--- src/rtl/button_event_decoder.sv ---
// button_event_decoder
//   Converts a debounced button level into single-cycle event pulses.
//   The events are press, release, short click, double click and long hold.
//   One shared interval counter times the long-hold, double-click and repeat intervals.
//   Optional feature macro: BTN_REPEAT_EN. When it is defined, o_repeat emits a
//   pulse train while the button is long-held. Without it, o_repeat is tied to 0.
module button_event_decoder #(
  parameter int CNT_W        = 24,
  parameter int LONG_TICKS   = 6_000_000,
  parameter int DCLICK_TICKS = 3_000_000,
  parameter int REPEAT_TICKS = 1_200_000
) (
  input  logic i_clk,
  input  logic i_reset,
  input  logic i_btn,
  output logic o_press,
  output logic o_release,
  output logic o_short,
  output logic o_double,
  output logic o_long,
  output logic o_repeat
);

  // Every interval must last at least two cycles, so that a state can always be
  // left before its timeout compare fires.
  if (LONG_TICKS < 2 || DCLICK_TICKS < 2 || REPEAT_TICKS < 2) begin : g_bad_param
    $error("button_event_decoder: LONG/DCLICK/REPEAT_TICKS must all be >= 2");
  end

  typedef enum logic [2:0] {
    S_IDLE   = 3'd0,
    S_HELD   = 3'd1,
    S_LONG   = 3'd2,
    S_WAIT   = 3'd3,
    S_SECOND = 3'd4
  } state_t;

  localparam logic [CNT_W-1:0] LONG_LAST   = CNT_W'(LONG_TICKS - 1);
  localparam logic [CNT_W-1:0] DCLICK_LAST = CNT_W'(DCLICK_TICKS - 1);

  state_t           state_q, state_d;
  logic [CNT_W-1:0] cnt_q, cnt_d;
  logic             prev_q;
  logic             rise, fall;
  logic             press_q, release_q;
  logic             short_q, short_d;
  logic             double_q, double_d;
  logic             long_q, long_d;

`ifdef BTN_REPEAT_EN
  localparam logic [CNT_W-1:0] REPEAT_LAST = CNT_W'(REPEAT_TICKS - 1);
  logic repeat_q, repeat_d;
  assign o_repeat = repeat_q;
`else
  assign o_repeat = 1'b0;
`endif

  assign rise = i_btn & ~prev_q;
  assign fall = ~i_btn & prev_q;

  assign o_press   = press_q;
  assign o_release = release_q;
  assign o_short   = short_q;
  assign o_double  = double_q;
  assign o_long    = long_q;

  // Next-state and gesture classification. A fall beats the long timeout, and a
  // rise beats the double-click timeout.
  always_comb begin
    state_d  = state_q;
    cnt_d    = cnt_q;
    short_d  = 1'b0;
    double_d = 1'b0;
    long_d   = 1'b0;
`ifdef BTN_REPEAT_EN
    repeat_d = 1'b0;
`endif
    case (state_q)
      S_IDLE: begin
        if (rise) begin
          state_d = S_HELD;
          cnt_d   = '0;
        end
      end
      S_HELD: begin
        cnt_d = cnt_q + 1'b1;
        if (fall) begin
          state_d = S_WAIT;
          cnt_d   = '0;
        end else if (cnt_q == LONG_LAST) begin
          long_d  = 1'b1;
          state_d = S_LONG;
          cnt_d   = '0;
        end
      end
      S_LONG: begin
`ifdef BTN_REPEAT_EN
        cnt_d = cnt_q + 1'b1;
        if (fall) begin
          state_d = S_IDLE;
        end else if (cnt_q == REPEAT_LAST) begin
          repeat_d = 1'b1;
          cnt_d    = '0;
        end
`else
        if (fall) begin
          state_d = S_IDLE;
        end
`endif
      end
      S_WAIT: begin
        cnt_d = cnt_q + 1'b1;
        if (rise) begin
          double_d = 1'b1;
          state_d  = S_SECOND;
        end else if (cnt_q == DCLICK_LAST) begin
          short_d = 1'b1;
          state_d = S_IDLE;
        end
      end
      S_SECOND: begin
        if (fall) begin
          state_d = S_IDLE;
        end
      end
      default: begin
        state_d = S_IDLE;
        cnt_d   = '0;
      end
    endcase
  end

  // State, counter, edge history and registered event outputs.
  always_ff @(posedge i_clk or posedge i_reset) begin
    if (i_reset) begin
      state_q   <= S_IDLE;
      cnt_q     <= '0;
      prev_q    <= 1'b0;
      press_q   <= 1'b0;
      release_q <= 1'b0;
      short_q   <= 1'b0;
      double_q  <= 1'b0;
      long_q    <= 1'b0;
`ifdef BTN_REPEAT_EN
      repeat_q  <= 1'b0;
`endif
    end else begin
      state_q   <= state_d;
      cnt_q     <= cnt_d;
      prev_q    <= i_btn;
      press_q   <= rise;
      release_q <= fall;
      short_q   <= short_d;
      double_q  <= double_d;
      long_q    <= long_d;
`ifdef BTN_REPEAT_EN
      repeat_q  <= repeat_d;
`endif
    end
  end

endmodule

--- config.mk ---
export PLATFORM = sky130hd
export DESIGN_NAME = button_event_decoder
export DESIGN_NICKNAME = d
export VERILOG_FILES = /design/src/rtl/button_event_decoder.sv
export SDC_FILE = /design/constraint.sdc
export NUM_CORES = 1
export LEC_CHECK = 0
export ABC_AREA = 0
export BUFFER_PORTS_ARGS = -buffer_cell sky130_fd_sc_hd__buf_2
export CORE_MARGIN = 5
export CORE_UTILIZATION = 50
export CTS_BUF_LIST = sky130_fd_sc_hd__clkbuf_4 sky130_fd_sc_hd__clkbuf_8
export CTS_CLUSTER_DIAMETER = 120
export DETAILED_ROUTE_END_ITERATION = 7
export GPL_TIMING_DRIVEN = 0
export PLACE_DENSITY = 0.65
export REMOVE_ABC_BUFFERS = 1
export SYNTH_ARGS = -nofsm -noshare
export SYNTH_HDL_FRONTEND = slang
export SYNTH_SLANG_ARGS = --single-unit
--- constraint.sdc ---
create_clock -name i_clk -period 5.41 [get_ports i_clk]
set_clock_uncertainty 0.05 [all_clocks]
set_input_delay 1.082 -clock i_clk [delete_from_list [all_inputs] [get_ports i_clk]]
set_output_delay 1.082 -clock i_clk [all_outputs]
set_load 0.03 [all_outputs]
* Yosys cells after proc, flatten, opt, wreduce, memory -nomap -nowiden
Index checks and enable logic that the tools add are counted.
** Operators by class
- $add $sub $neg :: 1
- Eq/ne operators :: 10
- Muxes and demuxes :: 19
- Bitwise gates (word level) :: 5
- Reduce and logical (&&, ||, !) cells :: 4
** Operator list (number)
- 24-bit case mux with 4 select lines :: 1
- 24-bit two-way mux :: 3
- 24-bit by 1-bit adder with 24-bit output, second input constant :: 1
- 24-bit by 22-bit == test with 1-bit output, second input constant :: 1
- 24-bit by 23-bit == test with 1-bit output, second input constant :: 1
- 3-bit two-way mux :: 6
- 3-bit case mux with 4 select lines :: 1
- 1-bit two-way mux :: 8
- 3-bit by 2-bit == test with 1-bit output, second input constant :: 2
- 3-bit != test, second input constant :: 2
- 4-bit AND reduction :: 1
- 3-bit by 1-bit == test with 1-bit output, second input constant :: 1
- 3-bit == test, second input constant :: 1
- 3-bit logical NOT :: 1
- 1-bit NOT :: 3
- 1-bit bitwise AND :: 2
- 2-bit by 1-bit != test with 1-bit output, second input constant :: 1
- 2-bit != test, second input constant :: 1
- 2-bit AND reduction :: 1
- 2-bit OR reduction :: 1
** Storage, ports and cells
- Flip-flop bits (word level) :: 33
- Bits of input ports :: 3
- Word-level logic and storage cells :: 47

* Logic depth before layout (Yosys ltp)
- Depth in word-level cells :: 4
- Gate-level depth with buffers :: 8
- Gate-level depth less buffers :: 6

* Worst setup path before layout
OpenSTA, ideal clock, no wires.
- Kind :: input to register
- Start :: input port i_btn
- End :: register cnt_q[19]
- Library setup time :: 0.119 ns
- Arrival :: 2.481 ns
- Required time :: 5.241 ns
- Slack :: 2.760 ns
- Stages on the path :: 5
- Buffers on the path :: 0
- Cells stage by stage :: or4b_4 -> a2111o_1 -> nor3_1 -> xnor2_1 -> nor2_2
** Between the ends
- Longest elaborated chain between the ends :: 4
** RTL lines
- from (decl) :: RTL line 15 : input logic i_btn,
- 1-bit NOT :: RTL line 59 : assign fall = ~i_btn & prev_q;
- 1-bit bitwise AND :: RTL line 59
- 24-bit two-way mux :: RTL line 87 : if (fall) begin
- 24-bit case mux with 4 select lines :: RTL line 78 : case (state_q)
- to (signal assigned) :: RTL line 149 : cnt_q <= cnt_d;
- to (decl) :: RTL line 42 : logic [CNT_W-1:0] cnt_q, cnt_d;
Parallel ways exist; a longest one is shown, timed or not.
A chain may end at the register's enable or synchronous reset.

* Final worst setup path
- Start :: register cnt_q[0]
- End :: register cnt_q[9]
** Between the ends
- Longest elaborated chain between the ends :: 4
** RTL lines
- 24-bit by 1-bit adder with 24-bit output or 24-bit by 23-bit == test with 1-bit output (tied branches) :: RTL line 86, 112, 90
- 24-bit two-way mux :: RTL line 90 : end else if (cnt_q == LONG_LAST) begin
- 24-bit two-way mux :: RTL line 87
- 24-bit case mux with 4 select lines (*) :: RTL line 78
Mark *: on every way between the ends. The rest lies on a longest branch, timed or not.

==> qor.yml <==
timing:
  setup_viol: 0
  tightest_slew_ps: 983
  fmax_ghz: 0.314
  slew_headroom_pct: 33.7
  rsz0062_at_grt: "false"
  timing.final.crit_share_pct: 58.8
  setup_tns_ps: 0
  finalMaxSlewViolations: 0
  period_needed_ps: 3180
  finalHoldViolations: 0
final_layout:
  syn_to_final_growth_pct: 6.36
  postLayoutCoreUtil_pct: 56.1
  drive_above_1_share_pct: 12.4
  insertedDiodeCount: 0
  final_nets: 205
clock_tree:
  cts_buffers: 5
  postCtsHoldBufs: 0
  clockRootBuffer: "clkbuf_4"
  cts_tree: "yes"
  cts.clk_slew.worst_paths_ps: 90
  postCtsSetupRepairBufs: 0
  clockBufferDepth: 2
  clk_latency_ps: 330
  htreeDepth: 2
  clock_sinks: 33
  ctsResizeCount: 0
route:
  drt_pre_antenna_iters: 4
  vias: 1396
  drtIter0Drc: 77
  via_per_inst: 5.65
  post_drt_wl_per_cell_um: 14.4
  drc: 0
  routed_wl_mm: 3.56
  drtAntennaViolNets: 0
power:
  p_leak_nw: 0.819
  p_per_area_nw_per_um2: 306
  ir_worst_vdd_v: 0.000206
floorplan:
  core_area_um2: 3390
  die_x_um: 69.8
  die_y_um: 69.8
  die_area_um2: 4870
  num_rows: 21
  ioPinCount: 9
  start_util_pct: 52.8
synthesis:
  syn_avg_cell_area_um2: 9.32
  synth_cell_types: 43
  synth_ff_type: "dfrtp_1"
  synth_top_cell_area_share_pct: 46.2
  synth_top_family_by_area: "simple AND/OR/NAND/NOR gates"
  seq_area_frac_synth_pct: 46.2
  synth.largest_area_cell: "dfrtp_1"
  synth.area.top_cells: "dfrtp_1 46%, xnor2_1 7.3%, nor2_1 5.7%"
  synth_compound_area_share_pct: 11.1
  synth-simple-area-share_pct: 29.8
  ys_seq_elements: 33
  synth_edf_count: 0
  synth_mux_area_share_pct: 0
  syn_inst: 192
  synthAdderAreaFrac_pct: 0.699
  async_reset_ff_share_pct: 100
  syn_area_um2: 1790
  yosysWarnings: 0
  synth_xor_area_share_pct: 7.83
run:
  max-cap-violations: 0
global_routing:
  grt_max_degree: 34
  grt_pass1_wl_mm: 6.46
  grt-ovfl-total: 0
  groute.usage.overall_pct: 16.5
  grt_pass1_vias: 1344
  antenna_found_initial: 0
worst_setup_path:
  cp_max_fo: 16
  reg2reg_depth: 6
  cp-start-kind: "register"
  critPathKind: "register to register"
  required_ps: 5550
  endpoint_kind: "register"
  crit_arrival_ps: 3330
place:
  portBuffers: 7
  dp_hpwl_mm: 2.60
  gp_congestion: 0.871
hold_path:
  holdCritPathClass: "register to register"
  hold_path_depth: 2
outcome:
  status: "completed"
-- kinds of logic (layout without fill, tap and decap cells) --
| logic type | after synthesis | count (layout) |
|---|---|---|
| flip-flops | 33 | 33 |
| XOR/XNOR | 16 | 16 |
| adder cells (fa/ha/maj) | 1 | 1 |
| AND/OR/NAND/NOR | 98 | 98 |
| AO/OA/AOI/OAI | 28 | 28 |
| other | 1 | 1 |
| buffers and inverters | 15 | 24 |
-- synth_stat cells, types with 2 or more instances --
library cell	number
nand3_1	10
nor4_1	4
or4b_2	2
nor3_1	13
a31o_2	2
a21oi_1	4
inv_1	10
nand2b_1	3
and4_1	2
or3_1	3
dfrtp_1	33
and3_1	4
buf_4	3
a21o_1	4
nand4_1	2
nor4b_1	2
and2_1	2
nor2_1	27
xnor2_1	15
o21ai_0	9
nand2_1	16
-- cell usage in the layout, fill, tap and decap left out, types with 2 or more instances in the layout --
master / instances
nor3_1: 13
nor2_1: 27
clkbuf_4: 6
a21oi_1: 4
a31o_2: 2
and2_1: 2
xnor2_1: 15
and4_1: 2
or4b_2: 2
nand2_1: 16
nor4b_1: 2
nand2b_1: 3
buf_2: 7
inv_1: 9
or3_1: 3
and3_1: 4
nor4_1: 4
nand3_1: 10
dfrtp_1: 33
a21o_1: 4
o21ai_0: 9
nand4_1: 2
-- routing by layer --
metal	wire [um]	global-route usage, %	share of wire (%)	up-vias
li1	-	-	-	690
met1	1710	22.8	48	676
met2	1610	24.0	45	25
met3	177	5.22	5.0	5
met4	52	5.96	1.5	0
met5	0	0	0	-
-- flip-flops by register name, summed over array words and instances (netlist names) --
name and flops:
cnt_q 24, state_q 3, o_double 1, o_long 1, o_press 1, o_release 1, o_short 1, prev_q 1
-- final cells by class --
cell class                      count  area (um^2)
Multi-Input combinational cell    144          888
Tap cell                           46         57.6
Fill cell                         306         1490
Sequential cell                    33          826
Inverter                           10         37.5
Clock buffer                        7         58.8
Timing Repair Buffer                7         35.0
-- worst paths after layout --
kind                           from         to  slack, ps
setup / recovery           cnt_q[0]   cnt_q[9]       2230
hold / removal             cnt_q[1]   cnt_q[1]        490
setup reg to reg           cnt_q[0]   cnt_q[9]       2230
hold reg to reg            cnt_q[1]   cnt_q[1]        490
max in group asynchronous   i_reset     prev_q       4070
min in group asynchronous   i_reset  cnt_q[22]        800
-- worst max-delay path, stage by stage (launching register included) --
cell and delay (ps):
dfrtp_1 420, ha_1 260, nand4_2 200, or4_4 470, o41ai_2 900, and2_1 640
nor2_1 110
-- per-stage QoR --
step                hold WS (ps)  instance area, um^2  power (mW)  instances  setup WS (ps)
finish                       493                 1900       0.583        247           2230
global route                 535                 1900       0.631        247           1900
CTS                          495                 1900       0.587        247           2230
detailed placement           474                 1840       0.444        240           2250
global placement             464                 1840       0.439        240           2290
floorplan                    438                 1750       0.402        187           2750
-- report_power, final --
group | switching, mW | total [mW] | internal, mW
Combinational | 0.100 | 0.147 | 0.0463
Sequential | 0.0274 | 0.293 | 0.265
Clock | 0.0772 | 0.143 | 0.0663
Total | 0.205 | 0.583 | 0.378
Power figures use the tool's default switching activity.
